$ cat config.mk
export PLATFORM = sky130hd
export DESIGN_NAME = npc_gen
export DESIGN_NICKNAME = d
export VERILOG_FILES = /design/src/rtl/npc_pkg.sv /design/src/rtl/npc_target.sv /design/src/rtl/npc_gen.sv
export SDC_FILE = /design/constraint.sdc
export NUM_CORES = 1
export LEC_CHECK = 0
export ABC_CLOCK_PERIOD_IN_PS = 5650
export CAP_MARGIN = 20
export CORE_MARGIN = 2
export CORE_UTILIZATION = 30
export CTS_CLUSTER_SIZE = 40
export DETAILED_ROUTE_END_ITERATION = 10
export DONT_BUFFER_PORTS = 1
export RECOVER_POWER = 50
export SLEW_MARGIN = 20
export SYNTH_ARGS = -nofsm -noshare
export SYNTH_HDL_FRONTEND = slang
export SYNTH_SLANG_ARGS = --single-unit
export TNS_END_PERCENT = 10
$ cat constraint.sdc
create_clock -name clk_i -period 5.65 [get_ports clk_i]
set_clock_uncertainty 0.1 [all_clocks]
set_input_delay 1.13 -clock clk_i [delete_from_list [all_inputs] [get_ports clk_i]]
set_output_delay 1.13 -clock clk_i [all_outputs]
set_load 0.05 [all_outputs]
$ cat src/rtl/npc_pkg.sv
// npc_pkg: shared state encodings, redirect selects and default vectors for npc_gen
package npc_pkg;
    typedef enum logic [1:0] {
        BOOT = 2'd0,
        RUN  = 2'd1,
        HALT = 2'd2
    } npc_state_e;
    localparam logic [1:0] ST_BOOT = 2'd0;
    localparam logic [1:0] ST_RUN  = 2'd1;
    localparam logic [1:0] ST_HALT = 2'd2;
    localparam logic SEL_PCIMM = 1'b0;
    localparam logic SEL_RAIMM = 1'b1;
    localparam logic [31:0] DEF_RESET_PC = 32'h0000_0000;
    localparam logic [31:0] DEF_TRAP_VEC = 32'h0000_0100;
endpackage

$ cat src/rtl/npc_target.sv
// npc_target: combinational redirect target, misalignment check and link address
module npc_target
    import npc_pkg::*;
#(
    parameter int XLEN       = 32,
    parameter int INC        = 4,
    parameter int ALIGN_BITS = 2
) (
    input  logic            redir_sel_i,
    input  logic [XLEN-1:0] ex_pc_i,
    input  logic [XLEN-1:0] ra_i,
    input  logic [XLEN-1:0] imm_i,
    output logic [XLEN-1:0] tgt_o,
    output logic            misalign_o,
    output logic [XLEN-1:0] link_o
);
    logic [XLEN-1:0] w_sum;
    assign w_sum      = ((redir_sel_i == SEL_RAIMM) ? ra_i : ex_pc_i) + imm_i;
    assign tgt_o      = (redir_sel_i == SEL_RAIMM) ? {w_sum[XLEN-1:1], 1'b0} : w_sum;
    assign misalign_o = |tgt_o[ALIGN_BITS-1:0];
    assign link_o     = ex_pc_i + XLEN'(INC);
endmodule

$ cat src/rtl/npc_gen.sv
// npc_gen: fetch PC register with BOOT/RUN/HALT control, EX redirects, trap vector and redirect counter
module npc_gen
    import npc_pkg::*;
#(
    parameter int              XLEN       = 32,
    parameter logic [XLEN-1:0] RESET_PC   = XLEN'(DEF_RESET_PC),
    parameter int              INC        = 4,
    parameter logic [XLEN-1:0] TRAP_VEC   = XLEN'(DEF_TRAP_VEC),
    parameter int              ALIGN_BITS = 2,
    parameter int              CNT_W      = 16
) (
    input  logic             clk_i,
    input  logic             rst_i,
    input  logic             fetch_ready_i,
    input  logic             halt_i,
    input  logic             resume_i,
    input  logic             redir_valid_i,
    input  logic             redir_sel_i,
    input  logic [XLEN-1:0]  ex_pc_i,
    input  logic [XLEN-1:0]  ra_i,
    input  logic [XLEN-1:0]  imm_i,
    output logic [XLEN-1:0]  pc_o,
    output logic             valid_o,
    output logic [XLEN-1:0]  link_o,
    output logic             flush_o,
    output logic             trap_o,
    output logic [1:0]       state_o,
    output logic [CNT_W-1:0] redir_cnt_o
);
    logic [1:0]       r_state;
    logic [XLEN-1:0]  r_pc;
    logic             r_flush;
    logic             r_trap;
    logic [CNT_W-1:0] r_cnt;
    logic [XLEN-1:0]  w_tgt;
    logic             w_misalign;

    npc_target #(.XLEN(XLEN), .INC(INC), .ALIGN_BITS(ALIGN_BITS)) u_target (
        .redir_sel_i (redir_sel_i),
        .ex_pc_i     (ex_pc_i),
        .ra_i        (ra_i),
        .imm_i       (imm_i),
        .tgt_o       (w_tgt),
        .misalign_o  (w_misalign),
        .link_o      (link_o)
    );

    // Redirects outrank the sequential advance; BOOT ignores both.
    always_ff @(posedge clk_i) begin
        if (rst_i) begin
            r_state <= ST_BOOT;
            r_pc    <= RESET_PC;
            r_flush <= 1'b0;
            r_trap  <= 1'b0;
            r_cnt   <= '0;
        end else begin
            r_flush <= 1'b0;
            r_trap  <= 1'b0;
            if (r_state == ST_BOOT) begin
                r_state <= ST_RUN;
            end else begin
                if (redir_valid_i) begin
                    r_pc    <= w_misalign ? TRAP_VEC : w_tgt;
                    r_flush <= 1'b1;
                    r_trap  <= w_misalign;
                    r_cnt   <= r_cnt + 1'b1;
                end else if (r_state == ST_RUN && fetch_ready_i) begin
                    r_pc <= r_pc + XLEN'(INC);
                end
                if (r_state == ST_RUN && halt_i)
                    r_state <= ST_HALT;
                else if (r_state == ST_HALT && resume_i && !halt_i)
                    r_state <= ST_RUN;
            end
        end
    end

    assign pc_o        = r_pc;
    assign valid_o     = (r_state == ST_RUN);
    assign flush_o     = r_flush;
    assign trap_o      = r_trap;
    assign state_o     = r_state;
    assign redir_cnt_o = r_cnt;
endmodule

Word level (Yosys, flattened, before mapping). Index checks and enable logic that the tools add are counted.

Eq/ne operators: 2. $add $sub $neg: 4. Order comparisons: 0. Bitwise gates (word level): 2. Div/mod/pow operators: 0. Multiply operators: 0. Reductions and logical operators: 14. Mux-type cells: 9. Shifts and indexed selects: 0.

Operator list (count): 2-to-1 mux 32 bit (4); adder 32 x 3 -> 32 bit, second input constant (2); adder 32 bit (1); adder 16 x 1 -> 16 bit, second input constant (1); logical AND 1 bit (4); 2-to-1 mux 2 bit (2); AND reduction 2 bit (2); nonzero test 2 bit (2); OR reduction 2 bit (2); 2-to-1 mux 1 bit (3); nonzero test 3 bit (1); OR reduction 3 bit (1); equality test 2 x 1 -> 1 bit, second input constant (1); equality test 2 bit, second input constant (1); logical NOT 2 bit (1); inverter 1 bit (2); logical NOT 1 bit (1).

Memories kept: 0. Bits in read-only memories: 0. Input bits: 103. Register bits after elaboration: 52. Bits in latches: 0. RAM bits: 0.

Logic depth before layout (Yosys ltp).
Word-level depth: 6. Mapped depth: 13.

By module. A second synthesis with hierarchy kept.

Cells, all modules: 739. Area, all modules: 5550.3 um^2.

Modules (own cells, without submodules): npc_gen (times used 1, area each 2972.9 um^2, cells each 379, sequential area each 1041.0 um^2); npc_target (times used 1, area each 2577.5 um^2, cells each 360, sequential area each 0.0 um^2).

Worst setup path before layout. OpenSTA, ideal clock, no wires.

Kind: input port to output port. Start point: in ex_pc_i[4]. End point: out link_o[29]. Path buffers: 0. Stages: 8. Required time: 4.420 ns. Data arrival time: 3.335 ns. Slack: 1.085 ns. Cell sequence: and3_1 > and3_1 > nand3_1 > or2_2 > nor2_1 > nand4_1 > nor2_1 > xor2_1.

Longest elaborated chain between the ends: 1.

Ends and longest elaborated chain: start: declaration (RTL line npc_gen.sv:19) `input logic [XLEN-1:0] ex_pc_i,`; adder 32 x 3 -> 32 bit (RTL line npc_target.sv:21) `assign link_o = ex_pc_i + XLEN'(INC);`; end: declaration (RTL line npc_gen.sv:24) `output logic [XLEN-1:0] link_o,`.

Every way passes these cells.

Final worst setup path.
Start point: in ex_pc_i[4]. End point: out link_o[31].

Same word-level chain as after synthesis.

==> summary.txt <==
Run status
  – Run status: finished clean

Setup path
  – Worst setup path category: primary input to output port
  – Worst endpoint data arrival time: 3060 ps
  – Worst-path fanout max: 6
  – Data required time of the worst path: 4420 ps
  – Reg-to-reg startpoint: pc_o[2]
  – Kind of start point of the critical path: primary input
  – Crit end category: output port
  – Worst flop-to-flop path endpoint: pc_o[30]
  – Minimum setup slack among reg-to-reg paths: 2370 ps
  – Reg2Reg Depth: 8

Placed design
  – Count of input and output buffers: 0
  – Final RePlAce weighted congestion: 0.855
  – DP Wirelength: 12.4 mm
  – Cell count after placement: 916

Timing
  – Setup repair after global routing missed its margin: false
  – Hold violation count in the final report: 0
  – Tcrit/Tclk final: 76.0%
  – Final critical-path required period: 4290 ps
  – Transition time of the tightest slew-check pin: 1140 ps
  – Max-slew headroom at the worst pin: 23.7%
  – Final setup fails: 0
  – Setup tns final: 0 ps
  – Final count of pins violating max slew: 0
  – Maximum achievable frequency: 233 MHz

Global route
  – Via count of the first global-routing pass: 4789
  – First-pass GRT wire length: 24.8 mm
  – Remaining global-route overflow: 0
  – Number of antenna violations at the first check in global routing: 0
  – GRT Util Overall: 16.4%
  – Largest net degree at the start of global routing: 57

Route
  – Drt drc: 0
  – Met2 wire len: 7.16 mm
  – Top layer reached by signal wires: met4
  – Total number of vias: 4993
  – Detailed Route Iter0 Violations: 133
  – Sum of routed wire length over all layers: 15.8 mm
  – Met3 routed WL: 1.27 mm
  – Remaining number of nets flagged by the antenna check after routing: 0
  – M1 WL: 7.25 mm
  – Via-per-instance ratio: 5.39
  – Number of optimization iterations in the first detailed-route pass: 4
  – Mean routed wirelength per cell: 17.1 um

Die
  – Height of the chip: 137 um
  – Initial standard-cell utilization of the core: 30.6%
  – Core area: 0.0173 mm2
  – Count of standard-cell rows: 48
  – Full die area: 0.0187 mm2
  – Number of I/O pins: 188
  – Horizontal die dimension: 137 um

Power
  – Clock Power Share: 26.3%
  – Portion of total power attributed to combinational logic: 35.8%
  – Relative contribution of sequential cells to total power: 37.9%
  – Static Leakage: 2.13 nW
  – Switching power: 488 uW
  – Net switching share of the total power: 40.4%
  – Worst VDD drop: 112 uV
  – Internal power: 720 uW
  – Pwr Density: 211 mW/mm2

Min path
  – Worst Hold Class: flop to flop
  – Hold_sp: pc_o[1]
  – Hold Path Stages: 1
  – Hold EP: pc_o[1]

Finish
  – Flip-flop and latch area: 0.00104 mm2
  – Post-Layout Cell Count: 926
  – Area growth from synthesis to layout: 8.30%
  – Share of layout cells above drive strength 1: 10.7%
  – Utilization of the core after routing: 33.1%
  – Count of inserted antenna diode cells: 0
  – Number of nets in the layout: 838
  – Area of the multi-input gates: 0.00405 mm2
  – Number of fillers in the final layout: 1871

Logic synthesis
  – Number of synthesized register bits: 52
  – Cell variety after synth: 74
  – Synthesized area per cell: 7.50 um2
  – Synth Cell Area: 0.00529 mm2
  – Synth async-reset ratio: 0%
  – Cell with the most instances after synthesis: nor2_1
  – Synthesized instance count: 706
  – Number of enable-type register cells in the synthesized netlist: 0
  – Synth warn: 0
  – Largest area contributor in the netlist: dfxtp_1
  – Commonest cells post-synth: 76 x nor2_1, 62 x nand2_1, 54 x o21ai_0
  – Area contributors post-synth: dfxtp_1 20%, ha_1 8.0%, mux2_2 6.2%
  – Post-Syn Nets: 844
  – Sequential-to-total area share from yosys stat: 19.7%
  – Post-synth top area share: 19.7%
  – Synth Flop Type: dfxtp_1

Clocking
  – Deepest clock path buffer count: 2
  – Clock-pin slew on the worst setup and hold paths: 70 ps
  – Clock buffers created by TritonCTS: 5
  – Number of buffers inserted to repair setup after CTS: 0
  – H-Tree Level Count: 2
  – Insertion delay to the later sink of the worst-skew pair: 300 ps
  – CTS root buffer: clkbuf_16
  – Number of hold-repair buffers added at the cts stage: 0
  – Post-CTS resize count: 0
  – CTS tree: done
  – Clock net sink count: 52

Job
  – Max-cap violations: 0
[power groups by stage]
stage                     clock network [mW]  logic [mW]  registers, mW
after floorplan                            0       0.365          0.456
after global routing                   0.341       0.481          0.462
after global placement                     0       0.431          0.467
after CTS                              0.332       0.435          0.459
final                                  0.317       0.432          0.458
after detailed placement                   0       0.432          0.468
[area by class of cell]
type                    instances  share of cell area [%]
clock buffers                   5                    2.18
inverters                      15                   0.982
repair buffers                 21                    2.62
multi-input cells             605                    70.7
clock inverters                 3                   0.458
well taps                     225                    4.91
flip-flops and latches         52                    18.2
[registers in the layout, summed over array words and instances (netlist names)]
name         flops
redir_cnt_o     16
flush_o          1
pc_o            32
state_o          2
trap_o           1
[per-stage QoR]
stage          cell area (um2)  hold WS [ps]  total power [mW]  worst slack, ps
2_1_floorplan             5290           601             0.821             1080
3_3_place_gp              5570           612             0.898             1420
3_5_place_dp              5570           622             0.900             1360
4_1_cts                   5730           633              1.23             1360
5_1_grt                   5730           659              1.28             1240
6_report                  5730           631              1.21             1360
[logic make-up (layout without fill, tap and decap cells)]
kind of cell / count (synthesis) / in the layout / share of synthesized area, %
buf+inv: 49 / 44 / 3.78
compound gates: 202 / 202 / 24.6
xor+xnor: 66 / 66 / 10.9
fa+ha+maj: 35 / 35 / 8.41
simple gates: 270 / 270 / 25.9
mux: 32 / 32 / 6.74
flops: 52 / 52 / 19.7
[how the worst max path moves through the flow]
stage / from / to / slack [ps] / cells past startpoint
2_1_floorplan: ex_pc_i[4] / link_o[29] / 1080 / 8
3_3_place_gp: ex_pc_i[4] / link_o[31] / 1420 / 10
3_5_place_dp: ex_pc_i[4] / link_o[31] / 1360 / 10
4_1_cts: ex_pc_i[4] / link_o[31] / 1360 / 10
5_1_grt: ex_pc_i[4] / link_o[31] / 1240 / 10
6_report: ex_pc_i[4] / link_o[31] / 1360 / 10
[worst max-delay path: stages]
cell	delay (ps)
and3_1	180
and3_1	220
nand3_1	160
or2_2	370
nor2_1	120
buf_4	160
nand4_1	180
nor2_1	180
xor2_1	150
buf_4	210
[cells in the final DEF (no fill, tap or decap), types with 19 or more instances in the layout]
cell type  count
dfxtp_1       52
nand4_1       20
o21ai_0       54
nand3_1       25
buf_4         19
a21oi_1       52
xor2_1        33
mux2_2        29
nor2_1        76
xnor2_1       33
ha_1          34
nand2_1       62
[layer usage]
metal | track usage, % | up-vias
met5 | 0 | -
met3 | 4.52 | 16
li1 | - | 2582
met1 | 21.7 | 2210
met2 | 26.3 | 185
met4 | 4.01 | 0
Power figures use the tool's default switching activity.
